===== src/rtl/freq_div_pkg.sv =====
// rtl/freq_div_pkg.sv - shared types and constants for the divide-ratio scheduler
package freq_div_pkg;

    localparam int NW = 4;
    localparam logic [NW-1:0] N_ONE = 4'd1;

    typedef enum logic {
        IDLE    = 1'b0,
        PENDING = 1'b1
    } state_e;

    // Index of a requester; also used as the round-robin "favoured" pointer.
    typedef logic req_idx_t;

    // Last cycle of an output period; ratios 0 and 1 wrap every cycle.
    function automatic logic calc_wrap(input logic [NW-1:0] n, input logic [NW-1:0] ph);
        return (n <= N_ONE) || (ph == (n - N_ONE));
    endfunction

endpackage


===== src/rtl/div_phase_tracker.sv =====
// rtl/div_phase_tracker.sv - shadow of the divider counter and period-wrap flag
module div_phase_tracker
    import freq_div_pkg::*;
(
    input  logic          clk,
    input  logic          rst,
    input  logic [NW-1:0] n_active,
    input  logic          load_zero,
    output logic [NW-1:0] phase,
    output logic          wrap
);

    logic [NW-1:0] phase_q;
    logic [NW-1:0] phase_d;

    assign wrap  = calc_wrap(n_active, phase_q);
    assign phase = phase_q;

    // The wrap term also pins phase at 0 for ratios 0 and 1.
    always_comb begin
        phase_d = phase_q + N_ONE;
        if (load_zero || wrap) begin
            phase_d = '0;
        end
    end

    always_ff @(posedge clk or negedge rst) begin
        if (!rst) begin
            phase_q <= '0;
        end else begin
            phase_q <= phase_d;
        end
    end

endmodule


===== src/rtl/div_ratio_scheduler.sv =====
// rtl/div_ratio_scheduler.sv - arbitrates ratio requests and applies them on period wraps
module div_ratio_scheduler
    import freq_div_pkg::*;
#(
    parameter logic [3:0]  RESET_N   = 4'd2,
    parameter int unsigned MIN_DWELL = 2
) (
    input  logic       clk,
    input  logic       rst,
    input  logic [1:0] req_valid,
    input  logic [3:0] req_n0,
    input  logic [3:0] req_n1,
    output logic [1:0] req_ready,
    output logic [3:0] n_active,
    output logic       n_update,
    output logic [3:0] phase,
    output logic       wrap,
    output logic       busy
);

    localparam logic [NW-1:0] DWELL_MAX = MIN_DWELL[NW-1:0];

    state_e        state_q, state_d;
    req_idx_t      rr_q, rr_d;
    logic [NW-1:0] n_pend_q, n_pend_d;
    logic [NW-1:0] n_active_q, n_active_d;
    logic          n_update_q, n_update_d;
    logic [NW-1:0] dwell_q, dwell_d;

    logic          dwell_ok;
    logic          apply;
    logic          grant0, grant1;
    logic [1:0]    xfer;
    logic [NW-1:0] offered;

    div_phase_tracker u_phase (
        .clk       (clk),
        .rst       (rst),
        .n_active  (n_active_q),
        .load_zero (apply),
        .phase     (phase),
        .wrap      (wrap)
    );

    assign dwell_ok = (dwell_q == DWELL_MAX);
    assign apply    = (state_q == PENDING) && wrap;

    // A lone valid requester wins outright; contention is settled by the pointer.
    assign grant0 = !req_valid[1] || (req_valid[0] && (rr_q == 1'b0));
    assign grant1 = !req_valid[0] || (req_valid[1] && (rr_q == 1'b1));

    always_comb begin
        req_ready = 2'b00;
        if ((state_q == IDLE) && dwell_ok) begin
            req_ready = {grant1, grant0};
        end
    end

    assign xfer    = req_valid & req_ready;
    assign offered = xfer[1] ? req_n1 : req_n0;

    always_comb begin
        state_d    = state_q;
        rr_d       = rr_q;
        n_pend_d   = n_pend_q;
        n_active_d = n_active_q;
        n_update_d = 1'b0;
        case (state_q)
            IDLE: begin
                if (|xfer) begin
                    rr_d = xfer[0];
                    // Re-requesting the running ratio is consumed without disturbing the divider.
                    if (offered != n_active_q) begin
                        n_pend_d = offered;
                        state_d  = PENDING;
                    end
                end
            end
            PENDING: begin
                if (wrap) begin
                    n_active_d = n_pend_q;
                    n_update_d = 1'b1;
                    state_d    = IDLE;
                end
            end
            default: state_d = IDLE;
        endcase
    end

    always_comb begin
        dwell_d = dwell_q;
        if (apply) begin
            dwell_d = '0;
        end else if (wrap && !dwell_ok) begin
            dwell_d = dwell_q + N_ONE;
        end
    end

    always_ff @(posedge clk or negedge rst) begin
        if (!rst) begin
            state_q    <= IDLE;
            rr_q       <= 1'b0;
            n_pend_q   <= '0;
            n_active_q <= RESET_N;
            n_update_q <= 1'b0;
            dwell_q    <= DWELL_MAX;
        end else begin
            state_q    <= state_d;
            rr_q       <= rr_d;
            n_pend_q   <= n_pend_d;
            n_active_q <= n_active_d;
            n_update_q <= n_update_d;
            dwell_q    <= dwell_d;
        end
    end

    assign n_active = n_active_q;
    assign n_update = n_update_q;
    assign busy     = (state_q == PENDING);

endmodule


===== config.mk =====
export PLATFORM = sky130hd
export DESIGN_NAME = div_ratio_scheduler
export DESIGN_NICKNAME = d
export VERILOG_FILES = /design/src/rtl/freq_div_pkg.sv /design/src/rtl/div_phase_tracker.sv /design/src/rtl/div_ratio_scheduler.sv
export SDC_FILE = /design/constraint.sdc
export NUM_CORES = 1
export LEC_CHECK = 0
export ABC_AREA = 1
export CAP_MARGIN = 10
export CORE_MARGIN = 5
export CORE_UTILIZATION = 45
export CTS_CLUSTER_DIAMETER = 50
export DETAILED_ROUTE_END_ITERATION = 8
export PLACE_DENSITY = 0.79
export SKIP_LAST_GASP = 1
export SLEW_MARGIN = 30
export SYNTH_ARGS = -nofsm -noshare
export SYNTH_HDL_FRONTEND = slang
export SYNTH_SLANG_ARGS = --single-unit

===== constraint.sdc =====
create_clock -name clk -period 2.1 [get_ports clk]
set_input_delay 0.21 -clock clk [delete_from_list [all_inputs] [get_ports clk]]
set_output_delay 0.21 -clock clk [all_outputs]
set_load 0.05 [all_outputs]

# ---- After elaboration in Yosys (flattened, before gate mapping)
# Cells that the tools add are included.
dict set report word_totals {
  regBits 19
  inputBits 12
  output_inout_bits 13
}
dict set report classes {
  n_addsub 3
  magnitude_cmp 1
  eq_ne 3
  mux 11
  n_bitwise 3
  n_reduce_logical 17
}
# operator count
set ops {}
lappend ops {{$mux W4} 4}
lappend ops {{$add A4 B1 Y4 const B} 2}
lappend ops {{$logic_and A1 B1 Y1} 5}
lappend ops {{$mux W1} 5}
lappend ops {{$eq A4 B2 Y1 const B} 1}
lappend ops {{$eq A4 B4 Y1} 1}
lappend ops {{$le A4 B1 Y1 const B} 1}
lappend ops {{$logic_or A1 B1 Y1} 4}
lappend ops {{$ne A4 B4 Y1} 1}
lappend ops {{$reduce_and A2 Y1} 2}
lappend ops {{$sub A4 B1 Y4 const B} 1}
lappend ops {{$logic_not A1 Y1} 3}
lappend ops {{$reduce_and A3 Y1} 1}
lappend ops {{$and A2 B2 Y2} 1}
lappend ops {{$mux W2} 1}
lappend ops {{$not A1 Y1} 2}
lappend ops {{$pmux W1 S2} 1}
lappend ops {{$reduce_bool A2 Y1} 1}
lappend ops {{$reduce_or A2 Y1} 1}

# ---- Logic depth before layout (Yosys ltp)
dict set report logic_depth {
  ltp_word 10
  ltp_mapped 14
  ltp_nobuf 14
}

# ---- Modules after synthesis
# From an unflattened synthesis, not the netlist that was laid out.
dict set report unflattened {
  hier_cells 157
  area_unflattened_um2 1192.4
}
# module n_inst cells_each area_each_um2 seq_area_each_um2
set by_module_without_submodules {}
lappend by_module_without_submodules {div_ratio_scheduler 1 111 869.6 377.9}
lappend by_module_without_submodules {div_phase_tracker 1 46 322.8 100.1}

# ---- Worst setup path before layout
# Ideal clock, no wire load.
dict set report synth_path {
  path_type {register to register}
  start {register n_active_q[0] (netlist: n_active[0])}
  end {register dwell_q[0]}
  setup_time_ns 0.065
  arrival_ns 2.201
  t_required_ns 2.035
  setup_slack_ns -0.166
  stages_incl_launch_ff 11
  path_buffers 0
  synth_period_minus_slack_ns 2.266
  cell_sequence {dfrtp_1 inv_1 ha_1 xnor2_1 xor2_1 nand3_1 nand2_2 nand2_1 nor2_1 nand2_1 nand2_1}
}
dict set report synth_between {
  elab_chain_cells 5
  word_cells_on_any_way 8
  cone_classes {add/sub (1); order compare (1); eq/ne (1); mux (1); reduce/logical (4)}
}
# item line_no
set synth_rtl {}
lappend synth_rtl {{start, declared} div_ratio_scheduler.sv:26} ;# logic [NW-1:0] n_active_q, n_active_d;
lappend synth_rtl {{start signal, assigned} div_ratio_scheduler.sv:111} ;# n_active_q <= n_active_d;
lappend synth_rtl {{$sub A4 B1 Y4} freq_div_pkg.sv:17} ;# return (n <= N_ONE) || (ph == (n - N_ONE));
lappend synth_rtl {{$eq A4 B4 Y1} freq_div_pkg.sv:17}
lappend synth_rtl {{$logic_or A1 B1 Y1 (*)} freq_div_pkg.sv:17}
lappend synth_rtl {{net wrap} div_ratio_scheduler.sv:17} ;# output logic wrap,
lappend synth_rtl {{$logic_and A1 B1 Y1, on equally long branches} {div_ratio_scheduler.sv:46, div_ratio_scheduler.sv:94}}
lappend synth_rtl {{$mux W4 / $reduce_bool A2 Y1 (equally long branches)} n/a}
lappend synth_rtl {{end signal, assigned} div_ratio_scheduler.sv:113} ;# dwell_q <= dwell_d;
lappend synth_rtl {{end, declared} div_ratio_scheduler.sv:28} ;# logic [NW-1:0] dwell_q, dwell_d;
# Mark *: on every way through the listed nets, which the timed path passes. The rest lies on a longest branch.
# A chain may end at the register's enable or synchronous reset.

# ---- Final worst setup path
dict set report layout_path {
  start {register n_active_q[1] (netlist: n_active[1])}
  end {output wrap}
}
dict set report layout_between {
  elab_chain_cells 3
  word_cells_on_any_way 4
  cone_classes {add/sub (1); order compare (1); eq/ne (1); reduce/logical (1)}
}
# item line_no
set layout_rtl {}
lappend layout_rtl {{$sub A4 B1 Y4} freq_div_pkg.sv:17}
lappend layout_rtl {{$eq A4 B4 Y1} freq_div_pkg.sv:17}
lappend layout_rtl {{$logic_or A1 B1 Y1 (*)} freq_div_pkg.sv:17}
lappend layout_rtl {{end, declared} div_ratio_scheduler.sv:17}
# Every way passes the cells marked *; elsewhere a longest branch is shown, timed or not.

==> impl_summary.md <==
Run status
The flow ran to the end, and the final reports show no timing, DRC or antenna violations.

Yosys
Synthesis produced a netlist whose cell count is 144. Synthesis produced a netlist with a net count of 161. The simple logic cell fraction of the synthesized area is 33.1%. The adder and majority cell fraction of the synthesized area is 5.41%. The mean instance size in the synthesized netlist is 8.04 µm². Of all flip-flops after synthesis, the portion carrying an async set or reset was 100%. The xor and xnor area share after synthesis is 7.57%. Yosys attributes the largest share of cell area to sky130_fd_sc_hd__dfrtp_1 (37%), sky130_fd_sc_hd__nand2_1 (12%), sky130_fd_sc_hd__nand3_1 (8.2%).

The portion of the post-synthesis area used by sequential elements is 41.3%. The combined area of all synthesized cells is 1160 µm². The unique cell type count in the Yosys netlist is 21. The most frequently used cell type in the post-synthesis netlist is sky130_fd_sc_hd__nand2_1.

The share of the synthesized area in compound gates (AO/OA/AOI/OAI) is 6.16%. The flip-flop and latch count after synthesis is 19. The number of warnings printed during yosys synthesis is 0.

Ranked by instance count, the synthesized netlist is headed by sky130_fd_sc_hd__nand2_1 (38), sky130_fd_sc_hd__nand3_1 (19), sky130_fd_sc_hd__dfrtp_1 (17), sky130_fd_sc_hd__inv_1 (17), sky130_fd_sc_hd__nor2_1 (8). In this run, synthesis inferred 0 flip-flops with an integrated enable. The cell taking the most area after synthesis is sky130_fd_sc_hd__dfrtp_1. The share of cell area taken by muxes after synthesis is 0%. The most used flip-flop cell after synthesis is sky130_fd_sc_hd__dfrtp_1. The share of synthesized area in the top cell type comes to 36.8%. After synthesis, the largest family of logic cells by area is simple AND/OR/NAND/NOR gates.

Power
Summed over all nets, the switching power comes to 1.20 mW. The leakage power is 0.761 nW. The total power per unit cell area is 1560 nW/µm². The share of total power dissipated in sequential elements is 28.0%. Combinational logic burns 64.5% of the power.

IR analysis of the VDD net gives a maximum drop of 0.00160 V. The clock network fraction of total power is 7.5%. In this run switching power makes up 50.2% of total power. Cell internal power was estimated by the tool at 1.19 mW.

Floorplan
The starting density of the core is 46.7%. The number of rows created at floorplan is 18. The die covers 3690 µm².

The die width is 60.7 µm. Measured along the y axis, the die boundary spans 60.7 µm. The area inside the core boundary is 2480 µm². In this run the count of I/O pins placed on the die edge is 25.

Clock network
The maximum number of buffers from clock root to sink is 2. After clock tree synthesis, the clock-pin slew on the worst setup and hold paths is 0.10 ns. The post-cts hold buffer count is 0. The total CTS buffers is 3.

The CTS tree is built. The CTS root buffer is sky130_fd_sc_hd__clkbuf_4. Clock latency on the worst-skew pair, taken at its later pin, is 0.29 ns. The depth of the CTS H-tree is 1. Counting every sink on the clock net gives 19.

Routing
The routed layout has 1020 vias. In the final routed layout, each cell accounts on average for 12.9 µm. The number of nets with antenna violations after detailed routing is 0. The count of unresolved DRC violations after routing is 0. The sum of routed wire length over all layers is 2640 µm. The initial DRC count is 112. The detail-routed via count per cell is 4.98. The number of search-and-repair iterations in the first detailed-routing pass is 5.

Critical path
Data on the critical path is required at its endpoint by 1.89 ns. The signal on the critical path passes through inv_2 -> ha_2 -> xnor2_1 -> xor2_1 -> nand3_1 -> nand2_4 -> buf_12. Counting both buffers and inverters, the worst setup path holds a total of 2.

In this design, the stage delay of the slowest critical-path cell is 0.56 ns. The worst setup path is of the reg2out kind. The slowest cell on the critical path is sky130_fd_sc_hd__dfstp_2. In this run the worst path has a maximum fanout of 5. The worst setup path is launched from a flop. The category of cells accounting for the largest share of critical-path delay is flip-flops. The arrival time at the worst endpoint is 1.79 ns. The worst setup path is captured at an output pin.

STA
The relative slew slack is 65.8%. For the pin with the worst max-slew slack, the measured transition is 0.511 ns. For this run, the top clock speed supported by timing is 501 MHz.

The final count of hold timing violations was 0. The total count of max-transition violations in the final report is 0. After layout, the worst path uses 95.1% of the clock period. The final period demand of the worst path is 2.00 ns. For the final database, setup skew stands at 0.00976 ns. The worst hold slack is 0.230 ns. The total setup violations reported at the end of the flow is 0.

The final-layout setup total negative slack is 0 ns. Setup repair after global routing could not meet its margin everywhere.

Final layout
The net count reported at finish is 193. The fraction of final layout cells sized beyond drive strength 1 is 17.1%. The number of antenna diodes is 0. After routing the design area is 1530 µm².

Relative to the synthesized area, the layout overhead comes to 32.2%.

Placed design
The wire-length estimate of the detail-placed layout is 2080 µm. Input and output buffers added on the ports amount to 24. The placed cell area is 1480 µm². The weighted congestion reported at the end of routability-driven placement is 0.952.

Global routing
The largest net degree at the start of global routing is 20. The initial antenna violation count is 0. The via count of the first global-routing pass is 1023. The first global-routing pass estimated 4470 µm of wire. Global routing finished with a remaining overflow of 0. For this run, the total global-route usage over all layers was measured as 16.1%.

Flow run
Max-cap violations in this run came to 0.

Hold path
The worst hold path belongs to the class in2async.
[power groups by stage]
stage	clock network (mW)	logic (mW)	registers, mW
CTS	0.188	1.53	0.668
global placement	0	1.45	0.667
finish	0.178	1.54	0.667
global route	0.208	1.68	0.688
detailed placement	0	1.49	0.676
floorplan	0	0.818	0.870
[sequential cells by signal, indices dropped and copies added (netlist names)]
register / count
dwell_q: 4
n_active: 4
u_phase.phase: 4
rr_q: 1
busy: 1
n_update: 1
n_pend_q: 4
[stage by stage]
step	setup WS [ns]	instances	utilization (%)	power, mW
3_5_place_dp	0.191	199	59.7	2.17
3_3_place_gp	0.250	199	59.7	2.12
5_1_grt	-0.00513	205	61.8	2.57
2_1_floorplan	0.0176	144	-	1.69
4_1_cts	0.0268	204	61.1	2.39
6_report	0.102	205	61.8	2.38
[metal layers]
metal / GRT usage (%) / part of all wire, % / vias to the layer above
li1: - / - / 521
met2: 27.9 / 48 / 31
met4: 4.95 / 0.38 / 0
met1: 20.1 / 46 / 466
met3: 3.19 / 5.5 / 2
met5: 0 / 0 / -
[final cells by class]
class	count	area, µm²
Tap cell	30	37.5
Sequential cell	19	479
Inverter	20	77.6
Fill cell	208	947
Clock buffer	4	26.3
Multi-Input combinational cell	105	617
Timing Repair Buffer	27	293
[path summary, 6_finish.rpt]
| kind | from | depth (start not counted) | slack (ns) | endpoint |
|---|---|---|---|---|
| max reg2reg | n_active[1] | 11 | 0.14 | dwell_q[1] |
| min | rst | 2 | 0.23 | n_pend_q[0] |
| min in group clk | n_pend_q[0] | 2 | 0.49 | n_pend_q[0] |
| max in group asynchronous | rst | 2 | 1.61 | dwell_q[1] |
| min reg2reg | n_pend_q[0] | 2 | 0.49 | n_pend_q[0] |
| max | n_active[1] | 7 | 0.10 | wrap |
[layout by cell type (no fill, tap or decap), drive strengths merged]
cell and n:
inv 20, o211ai 1, nand3 19, ha 5, dfstp 2, nand4 2
nand3b 3, a21oi 1, o21ai 8, clkbuf 4, nor2 10, a21boi 1
clkdlybuf4s50 21, xor2 4, xnor2 6, dfrtp 17, buf 6, nand2 45
[timing repair]
action	in CTS	in global routing
pin swaps	1	4
gates resized for setup	0	5
setup endpoints to repair	1	10
setup buffers	1	1
cloned	0	0
[cells by family after synthesis]
| logic type | count (synthesis) |
|---|---|
| DFF | 19 |
| AOI/OAI and AO/OA | 11 |
| buffers and inverters | 20 |
| and+or+nand+nor | 79 |
| adders and majority gates | 5 |
| xor gates and xnor gates | 10 |
Power figures use the tool's default switching activity.
